<file path="src/rtl/snake_move_scheduler.sv">
// snake_move_scheduler
//
// Paces snake movement. Counts VGA frames (falling edges of VS) and raises
// MOVE_REQ once per move period. Each move commits the player's latest legal
// heading on DIRECTION. The snake-position datapath consumes moves over a
// MOVE_REQ/MOVE_ACK handshake.
//
// Optional feature macro: SNAKE_SCHED_SPEEDUP_EN
//   defined   : move period shrinks with SCORE_COUNT, floored at FRAMES_MIN
//   undefined : move period is always FRAMES_BASE, SCORE_COUNT is ignored
//
// Ports:
//   CLK          in   system/pixel clock
//   RESET        in   asynchronous active-low reset
//   M_STATE[1:0] in   game state, 01 = play, anything else = not playing
//   VS           in   vertical sync, active-low, synchronous to CLK
//   LEFT/RIGHT/UP/DOWN in  debounced button levels
//   SCORE_COUNT[3:0]   in  current score
//   MOVE_ACK     in   datapath consumed the pending move
//   MOVE_REQ     out  move pending (registered)
//   DIRECTION[1:0] out committed heading: 00 up, 01 right, 10 down, 11 left
module snake_move_scheduler #(
  parameter int unsigned FRAMES_BASE = 30,
  parameter int unsigned FRAMES_STEP = 2,
  parameter int unsigned FRAMES_MIN  = 6
) (
  input  logic       CLK,
  input  logic       RESET,
  input  logic [1:0] M_STATE,
  input  logic       VS,
  input  logic       LEFT,
  input  logic       RIGHT,
  input  logic       UP,
  input  logic       DOWN,
  input  logic [3:0] SCORE_COUNT,
  input  logic       MOVE_ACK,
  output logic       MOVE_REQ,
  output logic [1:0] DIRECTION
);

  typedef enum logic [1:0] {
    S_IDLE  = 2'b00,
    S_COUNT = 2'b01,
    S_REQ   = 2'b10
  } state_t;

  localparam logic [1:0] M_PLAY    = 2'b01;
  localparam logic [1:0] DIR_RIGHT = 2'b01;

  state_t     r_state;
  logic       r_move_req;
  logic [1:0] r_direction;
  logic [1:0] r_pending;
  logic [5:0] r_count;
  logic       r_vs_q;
  logic [3:0] r_btn_q;

  logic       w_play;
  logic       w_tick;
  logic [3:0] w_btn;
  logic [3:0] w_cand;
  logic [1:0] w_reverse;
  logic       w_sel_valid;
  logic [1:0] w_sel_dir;
  logic [5:0] w_period;

  assign w_play = (M_STATE == M_PLAY);

  // One-cycle pulse on the clock edge that first sees VS low.
  assign w_tick = r_vs_q & ~VS;

  // Bit index equals the direction code, so index order is also priority order.
  assign w_btn = {LEFT, DOWN, RIGHT, UP};

  // Opposite heading differs only in the MSB of the code.
  assign w_reverse = r_direction ^ 2'b10;

  // Candidate = rising edge of the button that does not reverse the heading.
  for (genvar gi = 0; gi < 4; gi++) begin : g_btn
    assign w_cand[gi] = w_btn[gi] & ~r_btn_q[gi] & (w_reverse != 2'(gi));
  end

  // Highest-priority legal edge: UP > RIGHT > DOWN > LEFT.
  always_comb begin
    w_sel_valid = 1'b1;
    w_sel_dir   = 2'd0;
    if (w_cand[0]) begin
      w_sel_dir = 2'd0;
    end else if (w_cand[1]) begin
      w_sel_dir = 2'd1;
    end else if (w_cand[2]) begin
      w_sel_dir = 2'd2;
    end else if (w_cand[3]) begin
      w_sel_dir = 2'd3;
    end else begin
      w_sel_valid = 1'b0;
    end
  end

`ifdef SNAKE_SCHED_SPEEDUP_EN
  localparam logic [9:0] C_BASE = 10'(FRAMES_BASE);
  localparam logic [9:0] C_STEP = 10'(FRAMES_STEP);
  localparam logic [9:0] C_MIN  = 10'(FRAMES_MIN);

  logic [9:0] w_dec;

  // 10-bit arithmetic keeps the subtraction from wrapping; the comparison
  // selects the floor before the difference could drop below FRAMES_MIN.
  assign w_dec    = C_STEP * {6'd0, SCORE_COUNT};
  assign w_period = ((w_dec + C_MIN) >= C_BASE) ? 6'(FRAMES_MIN) : 6'(C_BASE - w_dec);
`else
  logic w_unused_score;

  assign w_unused_score = ^SCORE_COUNT;
  assign w_period       = 6'(FRAMES_BASE);
`endif

  always_ff @(posedge CLK or negedge RESET) begin
    if (!RESET) begin
      r_state     <= S_IDLE;
      r_move_req  <= 1'b0;
      r_direction <= DIR_RIGHT;
      r_pending   <= DIR_RIGHT;
      r_count     <= 6'(FRAMES_BASE);
      r_vs_q      <= 1'b1;
      r_btn_q     <= 4'b0000;
    end else begin
      r_vs_q  <= VS;
      r_btn_q <= w_btn;

      // Edges captured while playing; the IDLE entry below overrides this.
      if (w_play && w_sel_valid) begin
        r_pending <= w_sel_dir;
      end

      case (r_state)
        S_IDLE: begin
          r_move_req <= 1'b0;
          if (w_play) begin
            r_count     <= w_period;
            r_direction <= DIR_RIGHT;
            r_pending   <= DIR_RIGHT;
            r_state     <= S_COUNT;
          end
        end

        S_COUNT: begin
          if (!w_play) begin
            r_move_req <= 1'b0;
            r_state    <= S_IDLE;
          end else if (w_tick) begin
            if (r_count == 6'd1) begin
              // Period expires: reload now so the next period starts here.
              r_count     <= w_period;
              r_move_req  <= 1'b1;
              r_direction <= r_pending;
              r_state     <= S_REQ;
            end else begin
              r_count <= r_count - 6'd1;
            end
          end
        end

        S_REQ: begin
          // Counter frozen while waiting; late moves are not queued.
          if (!w_play) begin
            r_move_req <= 1'b0;
            r_state    <= S_IDLE;
          end else if (MOVE_ACK) begin
            r_move_req <= 1'b0;
            r_state    <= S_COUNT;
          end
        end

        default: begin
          r_move_req <= 1'b0;
          r_state    <= S_IDLE;
        end
      endcase
    end
  end

  assign MOVE_REQ  = r_move_req;
  assign DIRECTION = r_direction;

endmodule

</file>
<file path="config.mk">
export PLATFORM = sky130hd
export DESIGN_NAME = snake_move_scheduler
export DESIGN_NICKNAME = d
export VERILOG_FILES = /design/src/rtl/snake_move_scheduler.sv
export SDC_FILE = /design/constraint.sdc
export NUM_CORES = 1
export LEC_CHECK = 0
export ABC_AREA = 0
export CORE_MARGIN = 4
export CORE_UTILIZATION = 50
export CTS_CLUSTER_DIAMETER = 150
export DETAILED_ROUTE_END_ITERATION = 7
export DONT_BUFFER_PORTS = 1
export PLACE_DENSITY = 0.76
export SYNTH_ARGS = -nofsm -noshare
export SYNTH_HDL_FRONTEND = slang
export SYNTH_SLANG_ARGS = --single-unit
export TNS_END_PERCENT = 100
</file>
<file path="constraint.sdc">
create_clock -name CLK -period 1.35 [get_ports CLK]
set_input_delay 0.135 -clock CLK [delete_from_list [all_inputs] [get_ports CLK]]
set_output_delay 0.135 -clock CLK [all_outputs]
set_load 0.1 [all_outputs]
</file>
Yosys cells after proc, flatten, opt, wreduce, memory -nomap -nowiden. Cells that the tools add are included. W data, S select, Z words.

Register bits: 18. Input port bits: 14. Output and inout port bits: 3. Logic and storage cells: 78.

Add/sub/neg operators: 1. Equality and inequality tests: 14. Multiplexer cells: 33. Bitwise operators: 15. Reductions and logical operators: 8.

Operators with widths (number): $mux W2 (16); $mux W6 (4); $ne A2 B2 Y1 const B (6); $pmux W6 S2 (1); $and A1 B1 Y1 (9); $mux W1 (9); $ne A3 B3 Y1 const B (3); $reduce_and A4 Y1 (2); $eq A6 B1 Y1 const B (1); $not A1 Y1 (6); $pmux W2 S3 (1); $sub A6 B1 Y6 const B (1); $reduce_and A5 Y1 (1); $eq A2 B1 Y1 const B (2); $pmux W2 S2 (1); $reduce_bool A2 Y1 (2); $reduce_and A3 Y1 (1); $eq A2 B2 Y1 const B (1); $logic_not A2 Y1 (1); $ne A2 B1 Y1 const B (1); $pmux W1 S2 (1); $logic_and A1 B1 Y1 (1).

Longest topological paths before layout. Gate-level depths: netlist of the first run.

Depth in word-level cells: 11. Mapped depth: 7. Gate-level depth less buffers: 6.

Worst setup path before layout of the first run. OpenSTA, ideal clock, no wires.

Path kind: register -> register. From: reg r_direction[1] (netlist: DIRECTION[1]). To: reg with a tool-made name. Setup time: 0.093 ns. Data arrival time: 1.721 ns. Required time: 1.257 ns. Setup slack: -0.463 ns. Stages on the path, launching flop included: 6. Path buffers: 0. Period minus slack after synthesis: 1.813 ns. Cells stage by stage: dfrtp_1 and2_1 o21ai_2 o21ai_2 a2111oi_1 a2bb2oi_1.

RTL lines: from (decl) (line 52) `logic [1:0] r_direction;`; from (signal assigned) (line 156) `r_direction <= r_pending;`.

Worst setup path in the final report of the first run.
From: reg r_vs_q. To: reg r_count[5].

Word-level cells in the longest chain between the ends: 3.

RTL lines: from (decl) (line 55) `logic r_vs_q;`; from (signal assigned) (line 125) `r_vs_q <= 1'b1;`; from (signal assigned) (line 128) `r_vs_q <= VS;`; $and A1 B1 Y1 (line 70) `assign w_tick = r_vs_q & ~VS;`; $ne A2 B2 Y1 (no line); $reduce_and A4 Y1 (no line); to (signal assigned) (line 124) `r_count <= 6'(FRAMES_BASE);`; to (signal assigned) (line 140) `r_count <= w_period;`; to (signal assigned) (line 154) `r_count <= w_period;`; to (decl) (line 54) `logic [5:0] r_count;`.

Every way passes these cells. A chain may end at the register's enable or synchronous reset.

==> flow_summary.yaml, run 1 <==
outcome:
  run_status: "finished, violations left"
  violations: "negative setup slack"
synthesis:
  synth-xor-area-share: 0.0182
  synthDistinctLibCells: 33
  async_reset_ff_frac: 1.00
  synth-simple-area-share: 0.258
  synth_area_um2: 961
  syn-num-nets: 108
  avgSynthCellArea_um2: 10.4
  ys.flop_type: "dfrtp_1"
  ys_warn_count: 0
  synth-compound-area-share: 0.185
  synth_mux_area_frac: 0
  synth_top_family_by_area: "simple AND/OR/NAND/NOR gates"
  synth-seq-cells: 18
  synthAdderAreaFrac: 0.0260
  synth_edf_count: 0
  synth_cells: 92
  seq_area_frac_synth: 0.478
finish:
  drive_above_1_share: 0.455
  fin_nets: 127
  layout_common_cells: "10 x dfrtp_1, 8 x nor2_1, 7 x buf_4"
  final_common_cell: "dfrtp_1"
  num-fill-cells: 126
  syn_to_final_growth_pct: 29.2
  n_antenna_cell: 0
grt:
  grt_pass1_wl_mm: 2.95
  use_met1: 0.200
  grt_usage: 0.150
  grt_max_degree: 19
  antenna_found_initial: 0
  gr-max-usage-layer: "met2"
  met3_usage: 0.0602
  met2_usage: 0.230
  grt_pass1_vias: 691
  grt_overflow_total: 0
die:
  coreArea_um2: 1780
  die_w_um: 51.8
  io_pins: 17
  start_util: 0.539
  rows: 15
  die_h_um: 51.8
  dieArea_um2: 2690
power:
  total_power_mw: 1.28
  irDropWorstVdd_uv: 601
  powerDensity_nw_per_um2: 1030
  leakage_nw: 0.497
clock_tree:
  path_clk_slew_ns: 0.10
  htreeDepth: 1
  clock_sinks: 18
  tritoncts: "built"
  cts-root-buf: "clkbuf_4"
  clk_latency_ns: 0.29
  tritoncts.num_buffers: 3
  cts_buffer_depth: 2
timing:
  setup_tns_ns: -0.458
  hold_viol_final: 0
  min_period_ns: 1.45
  setup_viol: 8
  finalCritPeriodShare: 1.07
  timing.max_slew.rel_slack: 0.461
  fmax_ghz: 0.690
  tightest_slew_ns: 0.806
  fin_ws_ns: -0.0996
  rsz0062_at_grt: "true"
  drv_slew: 0
  clock_skew_ns: 0.00532
drt:
  ant_nets: 0
  drtIter0Drc: 3
  post_drt_wl_per_cell_um: 13.8
  drc: 0
  vias: 713
  vias_per_cell: 5.28
  routed_wl_mm: 1.86
  drt_first_pass_iters: 3
setup_path:
  arrival_ns: 1.64
  crit_chain: "nand2b_4 > a211oi_4 > buf_6 > nand2b_4 > and2_4"
  required_ns: 1.54
  cp-end-kind: "flip-flop"
  rr_worst_depth: 5
  worstPathMaxFanout: 8
  path_common_cell: "nand2b_4"
  path_class: "reg -> reg"
  slowest_stage: "dfstp_2"
  cp_slowest_stage_delay_ns: 0.56
  startpoint_type: "flip-flop"
run:
  maxCapViolCount: 0
hold_path:
  holdCritPathClass: "in -> reg"
  holdPathStages: 2
placement:
  dpl.hpwl_mm: 1.20
  gp_congestion: 0.787
  io_buffers: 0
[cells by family (layout without fill, tap and decap cells)]
| logic type | Yosys count | count (layout) |
|---|---|---|
| compound gates | 25 | 25 |
| flops | 18 | 18 |
| simple gates | 40 | 40 |
| fa+ha+maj | 2 | 2 |
| buf+inv | 5 | 23 |
| xor+xnor | 2 | 2 |
[repair_timing]
action / in CTS / in global routing
hold buffers: 6 / 0
pin swaps: 2 / 9
endpoints found under the setup margin: 12 / 14
gates cloned: 1 / 0
setup buffers: 0 / 2
gates resized for setup: 4 / 20
hold endpoints to repair: 23 / 0
[layout make-up]
type	instances	area, um2	area share
clock buffer	4	36.3	0.0292
inverter	3	11.3	0.00907
multi-input combinational	69	552	0.445
sequential	18	464	0.374
tap	25	31.3	0.0252
timing repair buffer	16	146	0.118
[metal layers]
metal | part of all wire | wire length, um | vias to the layer above
li1 | - | - | 358
met1 | 0.44 | 828 | 340
met2 | 0.50 | 929 | 13
met3 | 0.050 | 93 | 2
met4 | 0.0064 | 12 | 0
met5 | 0 | 0 | -
[stage by stage]
stage          instances  setup WS (ns)  instance area, um2  utilization  hold WS [ns]
2_1_floorplan         92         -0.206                 982            -        -0.161
3_3_place_gp         122        -0.0596                1040        0.585        -0.160
3_5_place_dp         122        -0.0716                1040        0.585        -0.160
4_1_cts              133        -0.0519                1160        0.650        0.0248
5_1_grt              135         -0.158                1240        0.696        0.0226
6_report             135        -0.0996                1240        0.696        0.0312
[power breakdown]
group	internal [mW]	switching, mW	total [mW]
Sequential	0.603	0.0488	0.652
Combinational	0.126	0.170	0.296
Clock	0.164	0.166	0.330
[Yosys cell counts, types with 2 or more instances]
master    count  area [um2]
nor2b_1       4        25.0
a21oi_1       6        30.0
a31oi_1       2        12.5
buf_6         2        22.5
dfrtp_1      11         275
dfstp_2       7         184
o21ai_2       2        17.5
nor2_1       10        37.5
ha_1          2        25.0
nand2_1       6        22.5
nand2b_1      5        31.3
o21ai_1       4        20.0
nand2b_4      3        41.3
o21ai_0       3        15.0
inv_1         3        11.3
and2_1        2        12.5
and3_2        2        15.0
nand3_1       3        15.0
[worst paths after layout]
path	slack, ns	start	endpoint
max	-0.1	r_vs_q	r_count[5]
min	0.03	M_STATE[0]	r_state[0]
max reg2reg	-0.1	r_vs_q	r_count[5]
min reg2reg	0.52	flip-flop	flip-flop
max in group asynchronous	0.43	RESET	DIRECTION[1]
min in group asynchronous	0.36	RESET	r_count[0]
[worst max-delay path, delay by kind of cell, from the launching register on]
family	cells	cell delay [ns]
flops	1	0.56
simple gates	3	0.32
compound gates	1	0.29
buf+inv	1	0.18
No activity file was read; power rests on OpenSTA's default activity.
==> inputs of run 2 (changes only) <==
- CORE_MARGIN: 4 -> default
==> flow_summary.yaml, run 2 (synthesis results as in run 1) <==
outcome:
  run_status: "finished, violations left"
  violations: "negative setup slack"
clock_tree:
  tritoncts.num_buffers: 3
  cts-root-buf: "clkbuf_4"
  htreeDepth: 1
  path_clk_slew_ns: 0.10
  clock_sinks: 18
  tritoncts: "built"
  cts_buffer_depth: 2
  clk_latency_ns: 0.29
setup_path:
  worstPathMaxFanout: 6
  path_class: "reg -> reg"
  startpoint_type: "flip-flop"
  arrival_ns: 1.63
  required_ns: 1.54
  cp-end-kind: "flip-flop"
placement:
  dpl.hpwl_mm: 1.26
  placed_cells: 124
  gp_congestion: 0.775
  io_buffers: 0
  dp_slack_ns: -0.120
die:
  rows: 15
  die_w_um: 45.8
  start_util: 0.545
  die_h_um: 45.8
  dieArea_um2: 2100
  io_pins: 17
  coreArea_um2: 1760
power:
  powerDensity_nw_per_um2: 998
  total_power_mw: 1.21
  leakage_nw: 0.513
  pwr-share-comb: 0.234
  p_int_mw: 0.841
  net-switching-power_mw: 0.369
  irDropWorstVdd_uv: 757
  swShare: 0.305
  pwr-share-clk: 0.230
  pwr-share-seq: 0.536
drt:
  drtIter0Drc: 9
  vias_per_cell: 5.38
  routed_wl_mm: 1.78
  ant_nets: 0
  drc: 0
  post_drt_wl_per_cell_um: 13.1
  drt_first_pass_iters: 4
  vias: 731
finish:
  syn_to_final_growth_pct: 26.2
  layout_common_cells: "10 x dfrtp_1, 10 x nor2_1, 8 x buf_4"
  num-fill-cells: 141
  fin_nets: 128
  stdcell_count: 136
  drive_above_1_share: 0.387
  n_antenna_cell: 0
timing:
  clock_skew_ns: 0.00641
  min_period_ns: 1.44
  setup_tns_ns: -0.431
  hold_viol_final: 0
  rsz0062_at_grt: "true"
  setup_viol: 10
  fin_ws_ns: -0.0883
  fmax_ghz: 0.695
  finalCritPeriodShare: 1.07
  tightest_slew_ns: 0.763
  timing.max_slew.rel_slack: 0.490
  drv_slew: 0
hold_path:
  holdCritPathClass: "in -> reg"
grt:
  grt_max_degree: 19
  grt_usage: 0.189
  antenna_found_initial: 0
  grt_overflow_total: 0
  grt_pass1_wl_mm: 2.75
  grt_pass1_vias: 684
run:
  maxCapViolCount: 0
-- run 2: stage by stage --
stage | area (um2) | hold WS [ns] | utilization
after floorplan | 982 | -0.161 | -
after global placement | 1060 | -0.160 | 0.600
after detailed placement | 1060 | -0.160 | 0.600
after CTS | 1180 | 0.0289 | 0.672
after global routing | 1210 | 0.0188 | 0.687
final | 1210 | 0.0349 | 0.687
-- run 2: cell type report --
type                       instances  area [um2]  share of cell area
sequential                        18         464               0.383
timing repair buffer              17         151               0.125
tap                               25        31.3              0.0258
clock buffer                       4        26.3              0.0217
multi-input combinational         69         528               0.436
inverter                           3        11.3             0.00929
-- run 2: metal layers --
layer | GRT usage | wire (um) | part of all wire
met5 | 0 | 0 | 0
met4 | 0.0529 | 12 | 0.0067
met3 | 0.0635 | 94 | 0.053
met2 | 0.338 | 928 | 0.52
met1 | 0.210 | 747 | 0.42
-- run 2: worst paths after layout --
| kind | from | to | slack [ns] | cells past startpoint |
|---|---|---|---|---|
| worst max-delay path | DIRECTION[0] | flip-flop | -0.09 | 5 |
| worst min-delay path | M_STATE[0] | r_state[0] | 0.03 | 2 |
| worst max register to register | DIRECTION[0] | flip-flop | -0.09 | 5 |
| worst min register to register | flip-flop | flip-flop | 0.51 | 1 |
| max in group asynchronous | RESET | DIRECTION[1] | 0.49 | 1 |
| min in group asynchronous | RESET | r_count[5] | 0.35 | 1 |
-- run 2: repair_timing --
action                                 in CTS  in global routing
endpoints found under the hold margin      23                  0
setup buffers                               0                  1
pin swaps                                   5                  4
hold buffers                                6                  0
setup endpoints to repair                  11                 14
gates resized for setup                     7                  5
gates cloned                                1                  0
-- run 2: worst max-delay path: stages (launching register included) --
cell and delay, ns:
dfstp_4 0.68, nor3b_4 0.06, a211o_1 0.24, o21ai_2 0.10, nor2_1 0.06, o21ba_2 0.19
-- run 2: power by group through the flow --
| stage | Sequential [mW] | Combinational (mW) | Clock [mW] |
|---|---|---|---|
| 2_1_floorplan | 0.704 | 0.129 | 0 |
| 3_3_place_gp | 0.646 | 0.234 | 0 |
| 3_5_place_dp | 0.649 | 0.241 | 0 |
| 4_1_cts | 0.646 | 0.276 | 0.281 |
| 5_1_grt | 0.655 | 0.305 | 0.313 |
| 6_report | 0.649 | 0.283 | 0.278 |
